`config.mk`:
```
export PLATFORM = sky130hd
export DESIGN_NAME = pe_net_interface_flat
export DESIGN_NICKNAME = d
export VERILOG_FILES = /design/src/rtl/pe_net_interface_if.sv /design/src/rtl/pe_net_interface.sv /design/src/flat_wrapper.sv
export SDC_FILE = /design/constraint.sdc
export NUM_CORES = 1
export LEC_CHECK = 0
export ABC_AREA = 1
export BUFFER_PORTS_ARGS = -buffer_cell sky130_fd_sc_hd__buf_2
export CAP_MARGIN = 20
export CELL_PAD_IN_SITES_DETAIL_PLACEMENT = 1
export CELL_PAD_IN_SITES_GLOBAL_PLACEMENT = 2
export CORE_MARGIN = 10
export CORE_UTILIZATION = 36
export DETAILED_ROUTE_END_ITERATION = 12
export GPL_TIMING_DRIVEN = 0
export HOLD_SLACK_MARGIN = 0.12
export PLACE_DENSITY_LB_ADDON = 0.2
export SLEW_MARGIN = 20
export SYNTH_ARGS = -nofsm -noshare
export SYNTH_HDL_FRONTEND = slang
export SYNTH_SLANG_ARGS = --single-unit
```
`constraint.sdc`:
```
create_clock -name i_sclk -period 3.9 [get_ports i_sclk]
set_clock_uncertainty 0.2 [all_clocks]
set_input_delay 0.39 -clock i_sclk [delete_from_list [all_inputs] [get_ports i_sclk]]
set_output_delay 0.39 -clock i_sclk [all_outputs]
set_load 0.01 [all_outputs]
```
`src/rtl/pe_net_interface_if.sv`:
```
// Handshake bundle between pe_net_interface and its PE and network neighbours.
// Signal names are written from the interface block's point of view.
interface pe_net_interface_if #(
   parameter int DataWidth = 36,
   parameter int AddrWidth = 4
);
   // PE transmit side
   logic [DataWidth-AddrWidth-1:0] i_pe_data;
   logic [AddrWidth-1:0]           i_pe_dest;
   logic                           i_pe_valid;
   logic                           o_pe_ready;
   // Network output side
   logic [DataWidth-1:0]           o_net_data;
   logic                           o_net_data_valid;
   logic                           i_net_data_ready;
   // Network input side
   logic [DataWidth-1:0]           i_net_data;
   logic                           i_net_data_valid;
   logic                           o_net_data_ready;
   // PE receive side
   logic [DataWidth-AddrWidth-1:0] o_pe_data;
   logic                           o_pe_data_valid;
   logic                           i_pe_data_ready;
   // Status
   logic [15:0]                    o_tx_count;
   logic [15:0]                    o_rx_count;
   logic [7:0]                     o_drop_count;

   // Every valid/ready pair transfers on a rising edge where both are high;
   // the producer holds valid and data stable until that edge.
   modport slave (
      input  i_pe_data, i_pe_dest, i_pe_valid, i_net_data_ready,
      input  i_net_data, i_net_data_valid, i_pe_data_ready,
      output o_pe_ready, o_net_data, o_net_data_valid, o_net_data_ready,
      output o_pe_data, o_pe_data_valid, o_tx_count, o_rx_count, o_drop_count
   );

   modport master (
      output i_pe_data, i_pe_dest, i_pe_valid, i_net_data_ready,
      output i_net_data, i_net_data_valid, i_pe_data_ready,
      input  o_pe_ready, o_net_data, o_net_data_valid, o_net_data_ready,
      input  o_pe_data, o_pe_data_valid, o_tx_count, o_rx_count, o_drop_count
   );
endinterface

```
`src/rtl/pe_net_interface.sv`:
```
// PE network interface: a TX FIFO toward the network, and an address-filtering
// 2-entry RX skid buffer toward the PE, with saturating traffic counters.
module pe_net_interface #(
   parameter int DataWidth = 36,
   parameter int AddrWidth = 4,
   parameter int MyAddr    = 0,
   parameter int FifoDepth = 4
) (
   input logic               i_sclk,
   input logic               i_reset,
   pe_net_interface_if.slave bus
);
   localparam int PtrW = $clog2(FifoDepth);
   localparam int PayW = DataWidth - AddrWidth;
   localparam logic [PtrW:0]        TxDepth = FifoDepth[PtrW:0];
   localparam logic [AddrWidth-1:0] MyAddrV = MyAddr[AddrWidth-1:0];

   logic [DataWidth-1:0] tx_mem_q [FifoDepth];
   logic [PtrW-1:0]      tx_wr_q, tx_wr_d, tx_rd_q, tx_rd_d;
   logic [PtrW:0]        tx_cnt_q, tx_cnt_d;
   logic                 tx_full, tx_empty, tx_push, tx_pop;

   logic [PayW-1:0]      rx_mem_q [2];
   logic                 rx_wr_q, rx_wr_d, rx_rd_q, rx_rd_d;
   logic [1:0]           rx_cnt_q, rx_cnt_d;
   logic                 rx_full, rx_empty, rx_accept, rx_hit, rx_write, rx_drop, rx_pop;

   logic [15:0]          tx_count_q, rx_count_q;
   logic [7:0]           drop_count_q;

   // Readiness comes from registered occupancy only, so a full FIFO refuses a
   // push even in a cycle where it also pops.
   assign tx_full  = (tx_cnt_q == TxDepth);
   assign tx_empty = (tx_cnt_q == '0);
   assign tx_push  = bus.i_pe_valid & ~tx_full;
   assign tx_pop   = ~tx_empty & bus.i_net_data_ready;

   assign rx_full   = (rx_cnt_q == 2'd2);
   assign rx_empty  = (rx_cnt_q == 2'd0);
   assign rx_accept = bus.i_net_data_valid & ~rx_full;
   assign rx_hit    = (bus.i_net_data[DataWidth-1 -: AddrWidth] == MyAddrV);
   assign rx_write  = rx_accept & rx_hit;
   assign rx_drop   = rx_accept & ~rx_hit;
   assign rx_pop    = ~rx_empty & bus.i_pe_data_ready;

   always_comb begin
      tx_wr_d  = tx_push ? tx_wr_q + 1'b1 : tx_wr_q;
      tx_rd_d  = tx_pop ? tx_rd_q + 1'b1 : tx_rd_q;
      tx_cnt_d = tx_cnt_q;
      case ({tx_push, tx_pop})
         2'b10:   tx_cnt_d = tx_cnt_q + 1'b1;
         2'b01:   tx_cnt_d = tx_cnt_q - 1'b1;
         default: tx_cnt_d = tx_cnt_q;
      endcase
      rx_wr_d  = rx_wr_q ^ rx_write;
      rx_rd_d  = rx_rd_q ^ rx_pop;
      rx_cnt_d = rx_cnt_q;
      case ({rx_write, rx_pop})
         2'b10:   rx_cnt_d = rx_cnt_q + 1'b1;
         2'b01:   rx_cnt_d = rx_cnt_q - 1'b1;
         default: rx_cnt_d = rx_cnt_q;
      endcase
   end

   // Storage needs no reset: outputs are gated by occupancy.
   always_ff @(posedge i_sclk) begin
      if (tx_push) tx_mem_q[tx_wr_q] <= {bus.i_pe_dest, bus.i_pe_data};
      if (rx_write) rx_mem_q[rx_wr_q] <= bus.i_net_data[PayW-1:0];
   end

   always_ff @(posedge i_sclk or negedge i_reset) begin
      if (!i_reset) begin
         tx_wr_q      <= '0;
         tx_rd_q      <= '0;
         tx_cnt_q     <= '0;
         rx_wr_q      <= 1'b0;
         rx_rd_q      <= 1'b0;
         rx_cnt_q     <= '0;
         tx_count_q   <= '0;
         rx_count_q   <= '0;
         drop_count_q <= '0;
      end else begin
         tx_wr_q  <= tx_wr_d;
         tx_rd_q  <= tx_rd_d;
         tx_cnt_q <= tx_cnt_d;
         rx_wr_q  <= rx_wr_d;
         rx_rd_q  <= rx_rd_d;
         rx_cnt_q <= rx_cnt_d;
         if (tx_pop && tx_count_q != '1) tx_count_q <= tx_count_q + 1'b1;
         if (rx_pop && rx_count_q != '1) rx_count_q <= rx_count_q + 1'b1;
         if (rx_drop && drop_count_q != '1) drop_count_q <= drop_count_q + 1'b1;
      end
   end

   assign bus.o_pe_ready       = ~tx_full;
   assign bus.o_net_data_valid = ~tx_empty;
   assign bus.o_net_data       = tx_empty ? '0 : tx_mem_q[tx_rd_q];
   assign bus.o_net_data_ready = ~rx_full;
   assign bus.o_pe_data_valid  = ~rx_empty;
   assign bus.o_pe_data        = rx_empty ? '0 : rx_mem_q[rx_rd_q];
   assign bus.o_tx_count       = tx_count_q;
   assign bus.o_rx_count       = rx_count_q;
   assign bus.o_drop_count     = drop_count_q;
endmodule

```
`src/flat_wrapper.sv`:
```
// flat-port wrapper written by rule: the top's interface ports become plain ports
module pe_net_interface_flat 
#(
   parameter int DataWidth = 36,
   parameter int AddrWidth = 4,
   parameter int MyAddr    = 0,
   parameter int FifoDepth = 4
)
  (i_sclk, i_reset, bus_i_pe_data, bus_i_pe_dest, bus_i_pe_valid, bus_i_net_data_ready, bus_i_net_data, bus_i_net_data_valid, bus_i_pe_data_ready, bus_o_pe_ready, bus_o_net_data, bus_o_net_data_valid, bus_o_net_data_ready, bus_o_pe_data, bus_o_pe_data_valid, bus_o_tx_count, bus_o_rx_count, bus_o_drop_count);
  pe_net_interface_if #(.DataWidth(DataWidth), .AddrWidth(AddrWidth)) bus_i ();
  input logic i_sclk;
  input logic i_reset;
  input wire logic [$bits(bus_i.i_pe_data)-1:0] bus_i_pe_data;
  input wire logic [$bits(bus_i.i_pe_dest)-1:0] bus_i_pe_dest;
  input wire logic [$bits(bus_i.i_pe_valid)-1:0] bus_i_pe_valid;
  input wire logic [$bits(bus_i.i_net_data_ready)-1:0] bus_i_net_data_ready;
  input wire logic [$bits(bus_i.i_net_data)-1:0] bus_i_net_data;
  input wire logic [$bits(bus_i.i_net_data_valid)-1:0] bus_i_net_data_valid;
  input wire logic [$bits(bus_i.i_pe_data_ready)-1:0] bus_i_pe_data_ready;
  output wire logic [$bits(bus_i.o_pe_ready)-1:0] bus_o_pe_ready;
  output wire logic [$bits(bus_i.o_net_data)-1:0] bus_o_net_data;
  output wire logic [$bits(bus_i.o_net_data_valid)-1:0] bus_o_net_data_valid;
  output wire logic [$bits(bus_i.o_net_data_ready)-1:0] bus_o_net_data_ready;
  output wire logic [$bits(bus_i.o_pe_data)-1:0] bus_o_pe_data;
  output wire logic [$bits(bus_i.o_pe_data_valid)-1:0] bus_o_pe_data_valid;
  output wire logic [$bits(bus_i.o_tx_count)-1:0] bus_o_tx_count;
  output wire logic [$bits(bus_i.o_rx_count)-1:0] bus_o_rx_count;
  output wire logic [$bits(bus_i.o_drop_count)-1:0] bus_o_drop_count;
  assign bus_i.i_pe_data = bus_i_pe_data;
  assign bus_i.i_pe_dest = bus_i_pe_dest;
  assign bus_i.i_pe_valid = bus_i_pe_valid;
  assign bus_i.i_net_data_ready = bus_i_net_data_ready;
  assign bus_i.i_net_data = bus_i_net_data;
  assign bus_i.i_net_data_valid = bus_i_net_data_valid;
  assign bus_i.i_pe_data_ready = bus_i_pe_data_ready;
  assign bus_o_pe_ready = bus_i.o_pe_ready;
  assign bus_o_net_data = bus_i.o_net_data;
  assign bus_o_net_data_valid = bus_i.o_net_data_valid;
  assign bus_o_net_data_ready = bus_i.o_net_data_ready;
  assign bus_o_pe_data = bus_i.o_pe_data;
  assign bus_o_pe_data_valid = bus_i.o_pe_data_valid;
  assign bus_o_tx_count = bus_i.o_tx_count;
  assign bus_o_rx_count = bus_i.o_rx_count;
  assign bus_o_drop_count = bus_i.o_drop_count;
  pe_net_interface #(.DataWidth(DataWidth), .AddrWidth(AddrWidth), .MyAddr(MyAddr), .FifoDepth(FifoDepth)) u_core (.i_sclk(i_sclk), .i_reset(i_reset), .bus(bus_i));
endmodule
```
==> results.md, run 1 <==
Status:
- The flow ran to the end, and the final reports show no timing, DRC or antenna violations.

Power and ir drop:
- The largest vdd supply drop is 0.338 mV.
- The leakage dissipation is 5.73 nW.
- In this run the power density over the cells is 714 nW/µm².

Yosys:
- For this run, the number of Yosys warnings is 0.
- The count of distinct cell types in the synthesized netlist is 33.
- The cell count after synthesis is 1,011.
- The netlist area before placement is 11,000 µm².
- Yosys attributes the largest share of cell area to sky130_fd_sc_hd__edfxtp_1 (57%), sky130_fd_sc_hd__dfrtp_1 (12%), sky130_fd_sc_hd__nand2_1 (7.4%).
- The area fraction of the dominant cell type after synthesis is 56.7%.
- After synthesis, the mean cell area works out to 10.9 µm².
- The cell taking the most area after synthesis is sky130_fd_sc_hd__edfxtp_1.
- The number of nets handed over by synthesis was 1,101.
- The flip-flop and latch count after synthesis is 259.
- Summing the sequential cell areas from Yosys gives 68.2% of the chip area.

Hold path:
- The startpoint of the most critical hold path is bus_i_net_data_ready.
- The endpoint with the worst hold slack is u_core.bus.o_tx_count[12]$_DFFE_PN0P_.
- The min-delay analysis places its worst path in the category in2reg.
- The worst hold path passes through 5 cells.

Clock network:
- Counting every sink on the clock net gives 259.
- The count of instances resized after the clock tree is built is 0.
- The worst-skew pair later-pin latency is 530 ps.
- In this run the clock root is driven by a sky130_fd_sc_hd__clkbuf_16.
- The total CTS buffers is 29.
- After clock tree synthesis, the clock-pin slew on the worst setup and hold paths is 60 ps.
- In this run the number of H-tree levels came out at 1.
- TritonCTS built the clock tree.
- In this run the deepest clock path goes through 3 buffers.

Cells and area:
- The area growth from synthesis to layout is 29.9%.
- In the final layout, the share of cells above drive strength 1 is 21.8%.
- The net total in the final layout is 1,397.
- After the flow finishes, the layout carries non-filler instances totaling 1,727.
- After routing the design area is 14,300 µm².

Worst setup path:
- Data on the critical path arrives at its endpoint at 2320 ps.
- The number of cells on the worst reg-to-reg path is 9.
- The worst register-to-register path begins at u_core.tx_cnt_q[0]$_DFFE_PN0P_.
- The startpoint type of the worst setup path is a register.
- The kind of end point of the critical path is an output port.
- The setup check on the worst reg-to-reg path leaves a slack of 1390 ps.
- The critical path is of the reg2out type.
- The worst register-to-register path ends at u_core.tx_cnt_q[2]$_DFFE_PN0P_.
- Along the worst path, the maximum fanout reaches 10.
- The data required time at the worst endpoint is 3310 ps.

Floorplan:
- The area of the core is 30,400 µm².
- The chip height is 195 µm.
- The die is 195 µm wide.
- The number of ports placed on the die boundary is 190.
- The overall die area is 38,000 µm².
- After floorplanning, the core was divided into 64 placement rows.
- The effective utilization at floorplan is 36.2%.

Placement:
- The wire-length estimate of the detail-placed layout is 21,300 µm.
- The total placed cells including tap cells is 1,603.
- The final estimated routing congestion in global placement is 0.739.
- The count of buffers from port buffering is 189.
- The total cell area at the placement stage is 12,700 µm².

Global routing:
- Across every metal layer, demand over resource in global routing totals 16.0%.
- The number of global-route vias before repair is 8,997.
- Global routing finished with a remaining overflow of 0.
- The first global-routing pass estimated 49,600 µm of wire.
- Entering global routing, the biggest net connects 52 pins.
- The number of antenna violations at the first check in global routing was 2.

STA:
- The shortest period the worst path allows is 2910 ps.
- The final count of pins violating max slew is 0.
- The number of hold violations in the final report is 0.
- Headroom to the max-slew limit came out at 49.1%.
- Setup repair after global routing left no endpoint under its margin.
- The final number of setup-violating endpoints is 0.
- The portion of the clock cycle consumed by the worst path in the final layout is 74.6%.
- For the final routed database, the setup TNS stands at 0 ps.
- Timing would allow up to 344 MHz.
- For the pin with the worst max-slew slack, the measured transition is 762 ps.

Route:
- The number of detailed-route iterations in the first pass is 4.
- The post-detailed-route DRC marker count is 0.
- Wires add up to 31,000 µm.
- After detailed routing, the average wire length per cell comes to 18.0 µm.
- The final route contains 8,240 vias.
- The count of nets left with antenna violations once routing finished came out at 0.
- Dividing the detail-routed via count by the number of cells gives 4.77.
- The detailed router finished its first iteration with 282 violations.

Flow run:
- The max-cap violation count is 0.
cell families (layout without fill, tap and decap cells):
family | count (synthesis) | in the layout | share of synthesized area, %
AND/OR/NAND/NOR | 457 | 457 | 17.0
flip-flops | 259 | 259 | 68.2
AO/OA/AOI/OAI | 163 | 163 | 7.58
buffers and inverters | 94 | 412 | 3.68
XOR/XNOR | 26 | 26 | 2.07
adder cells (fa/ha/maj) | 12 | 12 | 1.43
other | 0 | 2 | 0
metal layers:
layer	global-route usage, %	up-vias	wire, µm
met3	3.10	35	1350
met4	3.05	0	451
met5	0	-	0
met2	28.8	139	15900
met1	19.6	4054	13300
li1	-	4012	-
metrics by stage:
stage	utilization, %	worst slack [ps]	total power [mW]	hold WS, ps
final	47.1	991	10.2	145
after CTS	47.1	973	10.4	128
after global routing	47.1	873	11.0	162
after floorplan	-	969	5.91	-106
after detailed placement	41.6	1340	7.63	304
after global placement	41.0	-587	7.46	292
where the power goes:
part | total [mW] | switching [mW] | internal (mW)
Sequential | 3.75 | 0.257 | 3.49
Combinational | 3.77 | 2.46 | 1.31
Clock | 2.70 | 1.05 | 1.65
worst max-delay path by stage:
stage / from / endpoint / slack, ps / cells after the start
final: u_core.tx_rd_q[0]$_DFFE_PN0P_ / bus_o_net_data[1] / 990 / 5
after global routing: u_core.tx_rd_q[0]$_DFFE_PN0P_ / bus_o_net_data[2] / 870 / 5
after CTS: u_core.tx_rd_q[0]$_DFFE_PN0P_ / bus_o_net_data[33] / 970 / 5
after detailed placement: u_core.tx_cnt_q[0]$_DFFE_PN0P_ / u_core.tx_cnt_q[2]$_DFFE_PN0P_ / 1340 / 9
after global placement: u_core.tx_cnt_q[0]$_DFFE_PN0P_ / u_core.tx_mem_q[0][20]$_DFFE_PP_ / -590 / 4
after floorplan: u_core.tx_cnt_q[0]$_DFFE_PN0P_ / u_core.tx_mem_q[0][0]$_DFFE_PP_ / 970 / 4
what timing repair did:
| action | CTS | global route |
|---|---|---|
| hold buffers | 69 | 0 |
| endpoints found under the setup margin | 0 | 0 |
| endpoints found under the hold margin | 259 | 0 |
| setup buffers | 0 | 0 |
sequential cells by signal, summed over array words and instances (netlist names):
signal and count:
u_core.bus.o_drop_count 8, u_core.bus.o_rx_count 16, u_core.bus.o_tx_count 16, u_core.rx_cnt_q 2
u_core.rx_mem_q 64, u_core.rx_rd_q 1, u_core.rx_wr_q 1, u_core.tx_cnt_q 3
u_core.tx_mem_q 144, u_core.tx_rd_q 2, u_core.tx_wr_q 2
worst max-delay path: stages, from the launching register on:
cell and delay (ps):
sky130_fd_sc_hd__dfrtp_1 390, sky130_fd_sc_hd__inv_2 180, sky130_fd_sc_hd__clkbuf_1 510, sky130_fd_sc_hd__o21ai_0 230, sky130_fd_sc_hd__a21oi_1 300, sky130_fd_sc_hd__buf_2 190
layout make-up:
cell class                 count  area [µm²]
clock inverter                11         131
fill                        3385       16100
multi-input combinational    658        3130
sequential                   259        7520
clock buffer                  42         825
timing repair buffer         265        1810
tap                          396         495
inverter                      54         208
antenna                        2        5.00
buffer                        40         198
cell usage in the layout, fill, tap and decap left out, types with 4 or more instances in the layout:
cell type	n
sky130_fd_sc_hd__nand4_1	9
sky130_fd_sc_hd__nor2_4	7
sky130_fd_sc_hd__clkinv_1	4
sky130_fd_sc_hd__xnor2_1	11
sky130_fd_sc_hd__clkbuf_8	5
sky130_fd_sc_hd__clkbuf_16	29
sky130_fd_sc_hd__nand3_1	17
sky130_fd_sc_hd__o21ai_0	72
sky130_fd_sc_hd__clkbuf_1	28
sky130_fd_sc_hd__a21oi_1	71
sky130_fd_sc_hd__nand2_2	4
sky130_fd_sc_hd__nor2_1	190
sky130_fd_sc_hd__inv_1	48
sky130_fd_sc_hd__dlygate4sd3_1	69
sky130_fd_sc_hd__edfxtp_1	208
sky130_fd_sc_hd__buf_2	205
sky130_fd_sc_hd__nor2_2	4
sky130_fd_sc_hd__o21ai_1	15
sky130_fd_sc_hd__xor2_1	15
sky130_fd_sc_hd__buf_16	4
sky130_fd_sc_hd__inv_2	4
sky130_fd_sc_hd__ha_1	9
sky130_fd_sc_hd__dfrtp_1	51
sky130_fd_sc_hd__nand2_1	216
cell usage after synthesis:
cell type and instances:
sky130_fd_sc_hd__a21boi_2 1, sky130_fd_sc_hd__a21oi_1 71, sky130_fd_sc_hd__nor2_4 3, sky130_fd_sc_hd__edfxtp_1 208, sky130_fd_sc_hd__inv_1 48, sky130_fd_sc_hd__nor2_8 1
sky130_fd_sc_hd__o21ai_1 15, sky130_fd_sc_hd__nor2_1 194, sky130_fd_sc_hd__xnor2_1 11, sky130_fd_sc_hd__o211ai_1 1, sky130_fd_sc_hd__buf_2 17, sky130_fd_sc_hd__fa_1 1
sky130_fd_sc_hd__clkinv_4 1, sky130_fd_sc_hd__clkinv_1 1, sky130_fd_sc_hd__nand2_2 4, sky130_fd_sc_hd__nand4_4 1, sky130_fd_sc_hd__nor2_2 4, sky130_fd_sc_hd__nand2_1 216
sky130_fd_sc_hd__dfrtp_1 51, sky130_fd_sc_hd__o21ai_0 72, sky130_fd_sc_hd__nand2_4 1, sky130_fd_sc_hd__nand4_1 9, sky130_fd_sc_hd__o21ai_2 3, sky130_fd_sc_hd__buf_6 2
sky130_fd_sc_hd__buf_8 1, sky130_fd_sc_hd__inv_2 4, sky130_fd_sc_hd__nand3_1 17, sky130_fd_sc_hd__nand3b_1 3, sky130_fd_sc_hd__ha_1 11, sky130_fd_sc_hd__nand3_2 3
sky130_fd_sc_hd__xor2_1 15, sky130_fd_sc_hd__nor3_1 1, sky130_fd_sc_hd__clkbuf_1 20
Power figures use the tool's default switching activity.
==> inputs of run 2 (changes only) <==
--- a/config.mk
+++ b/config.mk
@@ -5,13 +5,13 @@
 export SDC_FILE = /design/constraint.sdc
 export NUM_CORES = 1
 export LEC_CHECK = 0
-export ABC_AREA = 1
+export ABC_AREA = 0
 export BUFFER_PORTS_ARGS = -buffer_cell sky130_fd_sc_hd__buf_2
 export CAP_MARGIN = 20
 export CELL_PAD_IN_SITES_DETAIL_PLACEMENT = 1
 export CELL_PAD_IN_SITES_GLOBAL_PLACEMENT = 2
 export CORE_MARGIN = 10
-export CORE_UTILIZATION = 36
+export CORE_UTILIZATION = 40
 export DETAILED_ROUTE_END_ITERATION = 12
 export GPL_TIMING_DRIVEN = 0
 export HOLD_SLACK_MARGIN = 0.12
==> constraint.sdc (replaced) <==
create_clock -name i_sclk -period 2.69 [get_ports i_sclk]
set_clock_uncertainty 0.2 [all_clocks]
set_input_delay 0.269 -clock i_sclk [delete_from_list [all_inputs] [get_ports i_sclk]]
set_output_delay 0.269 -clock i_sclk [all_outputs]
set_load 0.01 [all_outputs]
==> run 2 against run 1 <==
  * Synthesized cell count is 41% lower
  * Register-to-register slack worse by 1200 ps
  * Total power is 36% higher
  * Highest routed layer unchanged
  * Non-clock buffer count is 14 lower
  * Final area is 4.3% lower
  * Critical path depth stayed put
==> results.md, run 2 <==
Cells and area:
- The register with the most flip-flops in the layout has 144 of them.
- The count of filler cells inserted in the layout is 2,457.
- The area growth from synthesis to layout is 31.7%.
- In the final design database the tool counted 987 nets.
- The library cell used most frequently in the layout, excluding fill and tap cells, is sky130_fd_sc_hd__edfxtp_1.
- Leaving out fill and tap cells, the most frequent cells in the layout are sky130_fd_sc_hd__edfxtp_1 (208), sky130_fd_sc_hd__buf_2 (195), sky130_fd_sc_hd__dlygate4sd3_1 (74).
- The register ranked first by flip-flop count is u_core.tx_mem_q.
- In the final layout, the registers with the most flip-flops are u_core.tx_mem_q x144, u_core.rx_mem_q x64.
- Of the cells placed in the final design, the portion with a size suffix greater than 1 is 34.4%.
- The finished cells cover 13,700 µm².

Worst setup path:
- The data required time at the worst endpoint is 2220 ps.
- For this run, the slowest stage of the critical path takes 340 ps.
- The kind of end point of the critical path is an output port.
- The most critical setup path has its endpoint at bus_o_net_data[10].
- Tracing the worst setup path back leads to its startpoint at u_core.tx_rd_q[1]$_DFFE_PN0P_.
- STA classifies the critical path startpoint as a register.
- The master of the slowest instance on the critical path is sky130_fd_sc_hd__buf_2.
- The peak fanout along the critical path is 10.
- In this run the critical register-to-register path is captured at u_core.tx_cnt_q[1]$_DFFE_PN0P_.
- The type of the worst setup path is reg2out.
- In this run the critical register-to-register path is launched from u_core.tx_cnt_q[0]$_DFFE_PN0P_.
- The internal reg-to-reg setup slack is 180 ps.
- Traced cell by cell, the critical path runs through buf_2 -> buf_2 -> mux4_2 -> nor2b_1 -> buf_2.
- The number of cells on the worst reg-to-reg path is 7.
- The arrival time of data at the critical path endpoint is 2110 ps.
- The most numerous cell type found on the critical path is sky130_fd_sc_hd__buf_2.

Global routing:
- The global-route usage over all layers is 14.7%.
- The largest net degree at the start of global routing is 52.
- The global-route wire length before repair is 39,200 µm.
- The number of global-route vias before repair was 6,999.
- The number of antenna violations at the first check in global routing came to 5.
- The final global-route overflow total is 0.

Floorplan:
- The effective utilization at floorplan is 41.0%.
- Pin placement for this block handled 190 I/O pins.
- The count of standard-cell rows is 58.
- The chip height is 181 µm.
- The floorplan step defined a core boundary enclosing 25,400 µm².
- In this run the horizontal extent of the chip is 181 µm.
- The overall die area is 32,900 µm².

Clock network:
- The clock net in this run drives a total of 259 sinks.
- The total CTS buffers is 28.
- The clock edge transition at the registers on the reported setup and hold paths is 60 ps.
- The maximum clock path buffer count is 3.
- The worst-skew pair later-pin latency is 530 ps.
- CTS built an H-tree with a depth of 1.
- The tree is rooted in a sky130_fd_sc_hd__clkbuf_16.
- The clock tree from TritonCTS is done.

Route:
- After detailed routing, the average wire length per cell comes to 20.1 µm.
- The highest metal layer carrying signal wires in the routed design is met4.
- The detail route stage leaves a number of antenna-violating nets equal to 0.
- In the routed design, unresolved DRC markers number 0.
- The number of DRC markers after the initial detailed-route iteration is 269.
- The number of detailed-route iterations in the first pass is 4.
- The wire length on met1 is 10,300 µm.
- The number of vias per cell after detailed routing is 4.95.
- The sum of routed wire length over all layers is 25,300 µm.
- Summed over all nets, wire length on met2 after detailed routing comes to 13,000 µm.
- The total number of vias is 6,211.
- In the detailed route, the total length drawn on met3 is 1580 µm.

Yosys:
- By count the netlist is led by sky130_fd_sc_hd__edfxtp_1 (208), sky130_fd_sc_hd__dfrtp_1 (51), sky130_fd_sc_hd__nor2_1 (42), sky130_fd_sc_hd__mux4_2 (36), sky130_fd_sc_hd__nor2b_1 (36).
- The most numerous cell in the Yosys netlist is sky130_fd_sc_hd__edfxtp_1.
- The cell taking the most area after synthesis is sky130_fd_sc_hd__edfxtp_1.
- The net count after synthesis is 686.
- The flip-flop and latch count after synthesis is 259.
- After synthesis, the netlist uses 44 different library cells.
- The number of enable flip-flop cells after synthesis is 208.
- By area the synthesized netlist is led by sky130_fd_sc_hd__edfxtp_1 (60%), sky130_fd_sc_hd__dfrtp_1 (12%), sky130_fd_sc_hd__mux4_2 (7.8%).
- The top cell type by area accounts for 60.0% of the synthesized area.
- The share of synthesized registers carrying an async set or reset is 19.7%.
- The synthesis warning total is 0.
- Sequential cells were found to cover 72.3% of the synthesized design area.
- The netlist area before placement is 10,400 µm².
- A synthesized cell averages 17.5 µm².
- The cell count after synthesis came out at 596.
- Among all flip-flop cells after synthesis, the most frequent one is sky130_fd_sc_hd__edfxtp_1.

Placement:
- At the placement stage, the worst setup path has a slack of 173 ps.
- The total cell area at the placement stage is 11,900 µm².
- The count of buffers from port buffering is 189.
- The total half-perimeter wirelength after legalization and detailed placement is 17,300 µm.
- The final estimated routing congestion in global placement is 0.777.

Power and ir drop:
- The analysis attributes to cell leakage a power of 5.47 nW.
- The largest vdd supply drop is 0.518 mV.
- Power spread over the standard cell area amounts to 1020 nW/µm².
- The logic gate share of total power is 33.3%.
- The share of total power dissipated in the clock network is 27.6%.
- The internal portion of the total power is 9.58 mW.
- The fraction of power spent switching nets is 31.3%.
- The relative contribution of sequential cells to total power is 39.1%.
- The power dissipated by switching net loads is 4.37 mW.

STA:
- For this run, the top clock speed supported by timing is 388 MHz.
- Dividing the final minimum period by the clock period gives 95.8%.
- Once routing completed, OpenROAD measured the worst setup slack at 112 ps.
- The worst-case headroom to the max-slew limit is 53.9%.
- Subtracting the final worst setup slack from the clock period gives 2580 ps.
- The number of hold violations in the final report was 0.
- Setup repair after global routing left no endpoint under its margin.
- The measured slew at the worst slew-check pin is 686 ps.
- The final count of pins violating max slew is 0.
- The final number of setup-violating endpoints is 0.

Status:
- The flow ran to the end, and the final reports show no timing, DRC or antenna violations.

Hold path:
- The tightest min-delay check is of the in2async type.

Flow run:
- The max-cap violation count is 0.
[run 2: changes by cell type after synthesis, sizes merged, moves of 19 or more]
cell   delta
a21oi    -68
inv      -38
mux2i    +33
mux4     +36
nand2   -209
nor2    -159
nor2b    +36
o21ai    -89
xor2     +19
[run 2: layer usage]
metal,vias to the layer above,global-route usage (%)
met3,23,4.42
li1,2887,-
met1,3138,17.3
met2,163,25.9
met4,0,3.38
met5,-,0
[run 2: worst min-delay path by stage]
stage	endpoint	depth (start not counted)
after detailed placement	u_core.tx_wr_q[0]$_DFFE_PN0P_	1
after floorplan	u_core.bus.o_drop_count[0]$_DFFE_PN0P_	0
final	u_core.tx_wr_q[1]$_DFFE_PN0P_	2
after global routing	u_core.tx_wr_q[1]$_DFFE_PN0P_	2
after CTS	u_core.tx_wr_q[1]$_DFFE_PN0P_	2
after global placement	u_core.rx_mem_q[0][14]$_DFFE_PP_	1
[run 2: critical path, delay by kind of cell, from the launching register on]
family | cells | cell delay, ps
AND/OR/NAND/NOR | 1 | 170
buffers and inverters | 3 | 760
flip-flops | 1 | 310
multiplexers | 1 | 330
[run 2: stage by stage]
step | hold slack [ps] | instances | TNS (ps) | power (mW) | util [%]
6_report | 109 | 1254 | 0 | 14.0 | 53.9
5_1_grt | 175 | 1254 | 0 | 14.7 | 53.9
4_1_cts | 149 | 1247 | -4.21 | 14.1 | 53.7
3_5_place_dp | 163 | 1121 | 0 | 10.1 | 46.9
3_3_place_gp | 257 | 1115 | -45820 | 9.82 | 46.3
2_1_floorplan | -227 | 596 | 0 | 8.16 | -
[run 2: cells by family (layout without fill, tap and decap cells)]
logic type | after synthesis | count (layout) | share of synthesized area, %
buffers and inverters | 34 | 357 | 1.37
flip-flops | 259 | 259 | 72.3
adder cells (fa/ha/maj) | 12 | 12 | 1.51
XOR/XNOR | 44 | 44 | 3.70
multiplexers | 74 | 74 | 11.5
AND/OR/NAND/NOR | 163 | 163 | 8.84
AO/OA/AOI/OAI | 10 | 10 | 0.757
other | 0 | 5 | 0
[run 2: cell type report]
type                    count  area (µm²)  share of cell area (%)
flip-flops and latches    259        7520                    54.9
inverters                  14        52.6                   0.384
well taps                 330         413                    3.01
plain buffers              20         151                    1.10
diodes                      5        12.5                  0.0913
clock buffers              40         807                    5.89
repair buffers            271        1840                    13.5
multi-input cells         303        2760                    20.2
clock inverters            12         135                   0.986
[run 2: timing repair]
| item | in CTS | in global routing |
|---|---|---|
| setup endpoints to repair | 30 | 44 |
| hold buffers | 74 | 0 |
| pin swaps | 0 | 1 |
| resized for setup | 15 | 13 |
| endpoints found under the hold margin | 268 | 0 |
| buffers inserted | 0 | 2 |
[run 2: power by group through the flow]
| stage | Sequential [mW] | Clock [mW] | Combinational (mW) |
|---|---|---|---|
| 6_report | 5.45 | 3.86 | 4.65 |
| 5_1_grt | 5.53 | 4.11 | 5.11 |
| 4_1_cts | 5.46 | 3.96 | 4.70 |
| 3_5_place_dp | 5.52 | 0 | 4.53 |
| 3_3_place_gp | 5.49 | 0 | 4.33 |
| 2_1_floorplan | 5.49 | 0 | 2.67 |
